--- src/rtl/serial_adder_if.sv ---
// Handshake bundle for the bit-serial adder: operand request from the master,
// status and result back from the adder.
interface serial_adder_if #(
    parameter int WIDTH = 8
);
    logic             start;
    logic [WIDTH-1:0] A;
    logic [WIDTH-1:0] B;
    logic             busy;
    logic             done;
    logic [WIDTH-1:0] sum;
    logic             carry;

    modport master (
        output start, A, B,
        input  busy, done, sum, carry
    );

    modport slave (
        input  start, A, B,
        output busy, done, sum, carry
    );
endinterface

--- src/rtl/serial_adder.sv ---
// Bit-serial unsigned adder: one full-adder cell plus a carry flop, adding
// LSB-first over WIDTH cycles and publishing sum/carry with a done pulse.
module serial_adder #(
    parameter int WIDTH = 8
) (
    input  logic          clk,
    input  logic          rst,
    serial_adder_if.slave bus
);
    localparam int CNT_W = (WIDTH > 1) ? $clog2(WIDTH) : 1;
    localparam logic [CNT_W-1:0] LAST_BIT = CNT_W'(WIDTH - 1);

    typedef enum logic [1:0] {
        IDLE = 2'd0,
        RUN  = 2'd1,
        DONE = 2'd2
    } state_t;

    state_t           state_r;
    state_t           state_next_s;
    logic [WIDTH-1:0] a_sr_r;
    logic [WIDTH-1:0] b_sr_r;
    logic [WIDTH-1:0] s_sr_r;
    logic             c_r;
    logic [CNT_W-1:0] cnt_r;
    logic [WIDTH-1:0] sum_r;
    logic             carry_r;
    logic             busy_s;
    logic             done_s;
    logic             bit_sum_s;
    logic             carry_next_s;
    logic [WIDTH-1:0] s_shift_s;
    logic [WIDTH:0]   s_cat_s;

    // Full-adder cell sum bit.
    function automatic logic fa_sum(input logic x, input logic y, input logic ci);
        return x ^ y ^ ci;
    endfunction

    // Full-adder cell carry: majority of the three inputs.
    function automatic logic fa_carry(input logic x, input logic y, input logic ci);
        return (x & y) | (x & ci) | (y & ci);
    endfunction

    // Single-bit add step; the concatenation form stays legal when WIDTH is 1.
    always_comb begin
        bit_sum_s    = fa_sum(a_sr_r[0], b_sr_r[0], c_r);
        carry_next_s = fa_carry(a_sr_r[0], b_sr_r[0], c_r);
        s_cat_s      = {bit_sum_s, s_sr_r};
        s_shift_s    = s_cat_s[WIDTH:1];
    end

    // FSM state register.
    always_ff @(posedge clk or posedge rst) begin
        if (rst) begin
            state_r <= IDLE;
        end else begin
            state_r <= state_next_s;
        end
    end

    // FSM next-state logic; start only matters in IDLE.
    always_comb begin
        state_next_s = state_r;
        case (state_r)
            IDLE: begin
                if (bus.start) begin
                    state_next_s = RUN;
                end else begin
                    state_next_s = IDLE;
                end
            end
            RUN: begin
                if (cnt_r == LAST_BIT) begin
                    state_next_s = DONE;
                end else begin
                    state_next_s = RUN;
                end
            end
            DONE:    state_next_s = IDLE;
            default: state_next_s = IDLE;
        endcase
    end

    // FSM output decode from registered state only.
    always_comb begin
        busy_s = 1'b0;
        done_s = 1'b0;
        case (state_r)
            IDLE: begin
                busy_s = 1'b0;
                done_s = 1'b0;
            end
            RUN: begin
                busy_s = 1'b1;
                done_s = 1'b0;
            end
            DONE: begin
                busy_s = 1'b1;
                done_s = 1'b1;
            end
            default: begin
                busy_s = 1'b0;
                done_s = 1'b0;
            end
        endcase
    end

    // Datapath: operand capture, serial shifting, and result publication.
    always_ff @(posedge clk or posedge rst) begin
        if (rst) begin
            a_sr_r  <= '0;
            b_sr_r  <= '0;
            s_sr_r  <= '0;
            c_r     <= 1'b0;
            cnt_r   <= '0;
            sum_r   <= '0;
            carry_r <= 1'b0;
        end else begin
            case (state_r)
                IDLE: begin
                    if (bus.start) begin
                        a_sr_r <= bus.A;
                        b_sr_r <= bus.B;
                        c_r    <= 1'b0;
                        cnt_r  <= '0;
                    end else begin
                        a_sr_r <= a_sr_r;
                    end
                end
                RUN: begin
                    a_sr_r <= a_sr_r >> 1;
                    b_sr_r <= b_sr_r >> 1;
                    s_sr_r <= s_shift_s;
                    c_r    <= carry_next_s;
                    if (cnt_r == LAST_BIT) begin
                        sum_r   <= s_shift_s;
                        carry_r <= carry_next_s;
                    end else begin
                        cnt_r <= cnt_r + CNT_W'(1);
                    end
                end
                DONE: begin
                    cnt_r <= cnt_r;
                end
                default: begin
                    cnt_r <= '0;
                end
            endcase
        end
    end

    assign bus.busy  = busy_s;
    assign bus.done  = done_s;
    assign bus.sum   = sum_r;
    assign bus.carry = carry_r;

endmodule

--- src/flat_wrapper.sv ---
// flat-port wrapper written by rule: the top's interface ports become plain ports
module serial_adder_flat 
#(
    parameter int WIDTH = 8
)
  (clk, rst, bus_start, bus_A, bus_B, bus_busy, bus_done, bus_sum, bus_carry);
  serial_adder_if #(.WIDTH(WIDTH)) bus_i ();
  input  logic clk;
  input  logic rst;
  input wire logic [$bits(bus_i.start)-1:0] bus_start;
  input wire logic [$bits(bus_i.A)-1:0] bus_A;
  input wire logic [$bits(bus_i.B)-1:0] bus_B;
  output wire logic [$bits(bus_i.busy)-1:0] bus_busy;
  output wire logic [$bits(bus_i.done)-1:0] bus_done;
  output wire logic [$bits(bus_i.sum)-1:0] bus_sum;
  output wire logic [$bits(bus_i.carry)-1:0] bus_carry;
  assign bus_i.start = bus_start;
  assign bus_i.A = bus_A;
  assign bus_i.B = bus_B;
  assign bus_busy = bus_i.busy;
  assign bus_done = bus_i.done;
  assign bus_sum = bus_i.sum;
  assign bus_carry = bus_i.carry;
  serial_adder #(.WIDTH(WIDTH)) u_core (.clk(clk), .rst(rst), .bus(bus_i));
endmodule
--- config.mk ---
export PLATFORM = sky130hd
export DESIGN_NAME = serial_adder_flat
export DESIGN_NICKNAME = d
export VERILOG_FILES = /design/src/rtl/serial_adder_if.sv /design/src/rtl/serial_adder.sv /design/src/flat_wrapper.sv
export SDC_FILE = /design/constraint.sdc
export NUM_CORES = 1
export LEC_CHECK = 0
export ABC_AREA = 1
export CAP_MARGIN = 20
export CORE_MARGIN = 8
export CORE_UTILIZATION = 45
export CTS_BUF_LIST = sky130_fd_sc_hd__clkbuf_4
export CTS_CLUSTER_DIAMETER = 40
export DETAILED_ROUTE_END_ITERATION = 10
export HOLD_SLACK_MARGIN = 0.02
export PLACE_DENSITY_LB_ADDON = 0.05
export REMOVE_ABC_BUFFERS = 1
export SETUP_SLACK_MARGIN = 0.2
export SLEW_MARGIN = 20
export SYNTH_ARGS = -nofsm -noshare
export SYNTH_HDL_FRONTEND = slang
export SYNTH_SLANG_ARGS = --single-unit
export TNS_END_PERCENT = 50
--- constraint.sdc ---
create_clock -name clk -period 3.1 [get_ports clk]
set_input_delay 0.62 -clock clk [delete_from_list [all_inputs] [get_ports clk]]
set_output_delay 0.62 -clock clk [all_outputs]
set_load 0.02 [all_outputs]
Word-level counts from Yosys, hierarchy flattened. Index checks and enable logic that the tools add are counted.

Logic and storage cells: 42. Input bits: 19. Register bits after elaboration: 39. Output and inout bits: 11.

Bitwise gates (word level): 8. Add/sub/neg operators: 1. Equality and inequality tests: 5. Reductions and logical operators: 6. Multiplexer cells: 14.

Operators with widths (number): 8-bit case mux with 2 select lines (2); 8-bit two-way mux (2); 3-bit case mux with 3 select lines (1); 3-bit two-way mux (2); 1-bit two-way mux (4); 2-bit != test (second input constant) (2); 2-bit case mux with 2 select lines (1); 2-bit AND reduction (2); 3-bit by 1-bit adder with 3-bit output (second input constant) (1); 1-bit AND (3); 3-bit equality test (second input constant) (1); 3-bit AND reduction (1); 2-bit by 1-bit equality test with 1-bit output (second input constant) (1); 2-bit equality test (second input constant) (1); 2-bit logical NOT (1); 2-bit two-way mux (1); 1-bit bitwise OR (2); 1-bit case mux with 2 select lines (1); 2-bit nonzero test (1); 2-bit OR reduction (1); 1-bit bitwise XOR (2); 1-bit NOT (1).

Logic depth before layout (Yosys ltp). Gate-level depths: netlist of the first run.

Depth in word-level cells: 4. Mapped depth: 9. Depth with buffers taken out: 7.

Least setup slack after synthesis of the first run. Ideal clock, no wire load.

Kind: register to output. From: register u_core.state_r[0]. To: output port bus_busy. Required time: 2480 ps. Arrival time: 743 ps. Buffers on the path: 0. Cell stages (with the launch flop): 3. Setup slack: 1737 ps. Cell sequence: dfrtp_1 -> inv_1 -> ha_1.

Longest elaborated chain between the ends: 3. Elaborated cells on any way between the ends: 4. Classes of those cells: eq/ne (2); mux (1); reduce/logical (1).

RTL lines: from (decl) (RTL line serial_adder.sv:19) `state_t state_r;`; from (signal assigned) (RTL line serial_adder.sv:58) `state_r <= state_next_s;`; 2-bit equality test or 2-bit by 1-bit equality test with 1-bit output (tied branches) (RTL line serial_adder.sv:89) `case (state_r)`; 2-bit OR reduction (no source line) *; 1-bit two-way mux * (RTL line serial_adder.sv:89); to (decl) (RTL line flat_wrapper.sv:13) `output wire logic [$bits(bus_i.busy)-1:0] bus_busy;`.

Mark *: on every way between the ends. The rest lies on a longest branch, timed or not.

Worst setup path in the final report of the first run.
From: register u_core.state_r[1]. To: output port bus_busy.

Same word-level chain as after synthesis.

==> results of run 1 <==
==> final cells by class <==
cell class / instances / area (um^2) / share of cell area (%)
clock buffer: 5 / 37.5 / 1.70
multi-input combinational: 152 / 707 / 32.0
sequential: 38 / 951 / 43.1
tap: 50 / 62.6 / 2.83
timing repair buffer: 32 / 313 / 14.2
inverter: 19 / 73.8 / 3.34
clock inverter: 3 / 63.8 / 2.89
==> per-stage QoR <==
| stage | power (mW) | util, % | instances |
|---|---|---|---|
| 2_1_floorplan | 1.41 | - | 209 |
| 4_1_cts | 2.14 | 56.4 | 299 |
| 5_1_grt | 2.30 | 56.4 | 299 |
| 6_report | 2.11 | 56.4 | 299 |
| 3_5_place_dp | 1.73 | 53.8 | 291 |
| 3_3_place_gp | 1.71 | 53.8 | 291 |
==> cells by family after synthesis <==
| logic type | synth area share (%) |
|---|---|
| AND/OR/NAND/NOR | 29.7 |
| flip-flops | 52.8 |
| buffers and inverters | 7.92 |
| AO/OA/AOI/OAI | 5.00 |
| adder cells (fa/ha/maj) | 4.59 |
==> cell usage after synthesis, drive strengths merged <==
cell   instances
o21ai         17
nor2           1
dfrtp         38
nand2        104
inv           19
ha             5
a21oi          1
nand3         23
fa             1
buf            9
==> per-layer routing <==
metal	part of all wire (%)	up-vias	GRT usage (%)
met5	0	-	0
met4	1.0	0	3.89
met3	5.2	4	4.06
met2	46	24	19.6
met1	48	643	15.1
li1	-	736	-
==> sequential cells by signal, indices dropped and copies added, names as in the netlist <==
name and cells:
u_core.bus.carry 1, u_core.b_sr_r 8, u_core.cnt_r 3, u_core.c_r 1, u_core.a_sr_r 8, u_core.bus.sum 8
u_core.state_r 2, u_core.s_sr_r 7
==> how the worst max path moves through the flow <==
stage	slack, ns	start	to
final	0.85	u_core.state_r[1]	bus_busy
after global routing	0.78	u_core.state_r[1]	bus_busy
after global placement	1.22	u_core.state_r[1]	bus_busy
after floorplan	1.30	u_core.state_r[1]	u_core.a_sr_r[0]
after CTS	0.82	u_core.state_r[1]	bus_busy
after detailed placement	1.22	u_core.state_r[0]	bus_busy
==> worst reg2reg max path, cell delays in order (launching register included) <==
cell     delay, ns
dfrtp_1       0.41
inv_1         0.08
ha_1          0.23
buf_4         0.27
nand2_4       0.18
nand2_4       0.20
nand2_1       0.08
nand2_1       0.05
==> report_power, final <==
group	total [mW]	internal [mW]	switching (mW)
logic	0.903	0.355	0.549
clock network	0.409	0.249	0.161
registers	0.797	0.695	0.102
total	2.11	1.30	0.811
==> flow_summary.toml, run 1 <==
[critical_path]
crit_arrival_ns = 1.63
critical_path_class = "flop to output port"
r2r-start = "u_core.state_r[1]"
worst_path_largest_cell_delay_ns = 0.59
crit_chain = "inv_1 > ha_1 > clkdlybuf4s50_1"
endpoint_kind = "output port"
r2r_slack_ns = 1.55
crit_cells = 3
start_kind = "flop"
crit_family = "buffers and inverters"
cp_num_buf_inv = 2
worstPathRequired_ns = 2.48
crit_fanout = 2
crit-reg2reg-capture = "u_core.a_sr_r[4]"
crit_slowest_cell = "clkdlybuf4s50_1"
r2r_cells = 7

[min_path]
holdPathEnd = "u_core.bus.sum[7]"
min_from = "u_core.bus.sum[7]"
hold_path.class = "flop to flop"
whs_path_depth = 2

[synthesis]
synth.distinct_cells = 15
synth.largest_area_cell = "dfrtp_1"
ys_ff_latch = 38
yosysWarnings = 0
synth_seq_area_share_pct = 52.8
syn_area_mm2 = 0.00180
yosysTopAreaCellShare_pct = 52.8
synthTopCellsByArea = "dfrtp_1 53%, nand2_1 21%, nand3_1 6.4%, o21ai_0 4.7%, inv_1 3.8%"
syn_avg_cell_area_um2 = 8.26
synth_cells = 218

[final_layout]
num-nets-final = 273
drive_gt1_share_pct = 6.02
stdcell_area_mm2 = 0.00221
final_common_cell = "nand2_1"
area_growth_pct = 22.7
n_fill_cell = 399
layout_common_cells = "100 x nand2_1, 38 x dfrtp_1, 29 x clkdlybuf4s50_1"
num_antenna_cells = 0

[cts]
cts-root-buf = "clkbuf_4"
cts.sinks = 38
cts_tree = "yes"
cts.path.max_buffers = 2
cts_hold_buf = 0
cts_max_level = 2
clk_pin_slew_ns = 0.12
postCtsSetupRepairBufs = 0
cts_inserted_buffers = 5
cts_resized = 0
clk-insertion-delay-late_ns = 0.34

[timing]
rsz0062_at_grt = "false"
hold_viol = 0
finalSetupViolCount = 0
slew_violations = 0
finalCriticalPeriod_ns = 2.25
fmax_mhz = 444
whs_ns = 0.498
finalSetupTns_ns = 0
worst_slack_ns = 0.847
skew_ns = 0.0111
worst_pin_slew_ns = 0.478
slew-limit-headroom_pct = 68.2
period_share_pct = 72.7

[floorplan]
io_pins = 30
die-area_mm2 = 0.00628
row_count = 23
core_area_mm2 = 0.00391
fp.dieH_um = 79.3
die_x_um = 79.3
initial_utilization_pct = 46.0

[pwr]
power_density_mw_per_mm2 = 955
peakVddDrop_mv = 0.371
p_leak_nw = 1.18

[placement]
portBuffers = 29
place_ws_ns = 1.22
dp_hpwl_um = 2420
detailed_place.area_mm2 = 0.00211
place.gp.congestion = 0.721

[detailed_routing]
wirelength_um = 3490
routed_via_density = 4.71
vias = 1407
wl_per_cell_um = 11.7
ant_nets = 0
first_pass_iters = 4
drt_iter0_markers = 45
drc = 0

[flow_run]
drv_cap = 0

[global_routing]
antenna_found_initial = 0
overflow = 0
grt_pass1_vias = 1388
grt_max_degree = 39
grt_pass1_wl_um = 6200
grt_usage_pct = 12.2

[run_status]
status = "finished, final reports clean"
Power figures use the tool's default switching activity.
==> run 2, diff against run 1 <==
==> constraint.sdc (replaced) <==
create_clock -name clk -period 1.9 [get_ports clk]
set_input_delay 0.38 -clock clk [delete_from_list [all_inputs] [get_ports clk]]
set_output_delay 0.38 -clock clk [all_outputs]
set_load 0.02 [all_outputs]
==> flow_summary.toml, run 2 (synthesis gave the netlist of run 1 again) <==
[floorplan]
die-area_mm2 = 0.00628
row_count = 23
die_x_um = 79.3
fp.dieH_um = 79.3
core_area_mm2 = 0.00391
io_pins = 30
initial_utilization_pct = 46.0

[detailed_routing]
first_pass_iters = 4
wirelength_um = 3500
drt_iter0_markers = 75
vias = 1430
routed_via_density = 4.74
ant_nets = 0
drc = 0
wl_per_cell_um = 11.6

[pwr]
p_leak_nw = 1.19
intPower_mw = 1.87
peakVddDrop_mv = 0.632
clockPowerShare_pct = 12.9
switchingPower_mw = 1.33
comb_power_share_pct = 46.6
power_density_mw_per_mm2 = 1470
finalPower_mw = 3.20
netSwitchingFraction_pct = 41.4
seqPwrFrac_pct = 40.5

[timing]
finalSetupViolCount = 0
slew-limit-headroom_pct = 68.1
worst_slack_ns = 0.221
period_share_pct = 88.4
fmax_mhz = 596
hold_viol = 0
worst_pin_slew_ns = 0.478
finalCriticalPeriod_ns = 1.68
finalSetupTns_ns = 0
slew_violations = 0
skew_ns = 0.0137
rsz0062_at_grt = "true"

[run_status]
status = "finished, final reports clean"

[final_layout]
num-nets-final = 276
layout_common_cells = "100 x nand2_1, 38 x dfrtp_1, 24 x clkdlybuf4s50_1"
final_util_pct = 55.8
num_antenna_cells = 0
area_growth_pct = 21.2
final_common_cell = "nand2_1"
drive_gt1_share_pct = 8.33
n_fill_cell = 416

[cts]
clk_pin_slew_ns = 0.11
cts-root-buf = "clkbuf_4"
cts_hold_buf = 0
cts_max_level = 2
cts_tree = "yes"
cts.sinks = 38
clk-insertion-delay-late_ns = 0.34
cts.path.max_buffers = 2
postCtsSetupRepairBufs = 0
cts_inserted_buffers = 5

[critical_path]
crit_arrival_ns = 1.30
worstPathRequired_ns = 1.52
crit_fanout = 2
crit_slowest_cell = "clkdlybuf4s50_1"
worst_path_largest_cell_delay_ns = 0.61
crit_chain = "clkdlybuf4s50_1"
start_kind = "flop"
cp_num_buf_inv = 1
crit_family = "buffers and inverters"
critical_path_class = "flop to output port"
endpoint_kind = "output port"

[global_routing]
grt_max_degree = 39
grt_pass1_wl_um = 6150
overflow = 0
grt_usage_pct = 12.1
grt_pass1_vias = 1378
antenna_found_initial = 0

[placement]
place.gp.congestion = 0.736
portBuffers = 29
place_ws_ns = 0.265
dp_hpwl_um = 2420

[min_path]
hold_path.class = "input port to async pin"

[flow_run]
drv_cap = 0
-- run 2: cell count changes in the layout (fill, tap and decap cells not counted), sizes merged, moves of 2 or more --
cell	delta
buf	+4
bufinv	-2
clkdlybuf4s50	-5
dlygate4sd2	+2
-- run 2: layout make-up --
cell class | instances | area [um^2] | area share [%]
Clock buffer | 6 | 45.0 | 2.06
Clock inverter | 2 | 8.76 | 0.401
Inverter | 19 | 73.8 | 3.38
Multi-Input combinational cell | 152 | 709 | 32.5
Sequential cell | 38 | 951 | 43.6
Tap cell | 50 | 62.6 | 2.87
Timing Repair Buffer | 35 | 332 | 15.2
-- run 2: what timing repair did --
action                                  CTS  global route
gates cloned                              0             0
endpoints found under the setup margin    8            27
gates resized for setup                   8             3
-- run 2: stage by stage --
step	instance area (um^2)	hold slack, ns	instances
finish	2180	0.444	302
global route	2180	0.498	302
CTS	2180	0.455	302
detailed placement	2130	0.468	294
global placement	2130	0.464	294
floorplan	1730	0.450	209
-- run 2: layer usage --
metal / track usage, % / share of wire [%] / wire length [um] / vias up
met1: 13.9 / 45 / 1590 / 656
met4: 3.89 / 1.4 / 49 / 0
met2: 20.3 / 47 / 1650 / 29
met5: 0 / 0 / 0 / -
met3: 4.51 / 6.1 / 212 / 5
li1: - / - / - / 740
-- run 2: power groups by stage --
stage | Combinational [mW] | Clock, mW | Sequential [mW]
6_report | 1.49 | 0.413 | 1.30
3_3_place_gp | 1.52 | 0 | 1.31
5_1_grt | 1.73 | 0.459 | 1.34
3_5_place_dp | 1.54 | 0 | 1.32
2_1_floorplan | 0.904 | 0 | 1.40
4_1_cts | 1.53 | 0.431 | 1.30
-- run 2: worst paths after layout --
check                                    end         startpoint  slack [ns]  cells past startpoint
setup / recovery                  bus_sum[6]  u_core.bus.sum[6]        0.22                      1
max in group asynchronous   u_core.s_sr_r[3]                rst        1.12                      3
hold / removal             u_core.bus.sum[4]                rst        0.44                      3
hold reg to reg            u_core.bus.sum[7]  u_core.bus.sum[7]        0.48                      2
min in group clk           u_core.bus.sum[7]  u_core.bus.sum[7]        0.48                      2
setup reg to reg            u_core.b_sr_r[2]  u_core.state_r[1]        0.46                      6
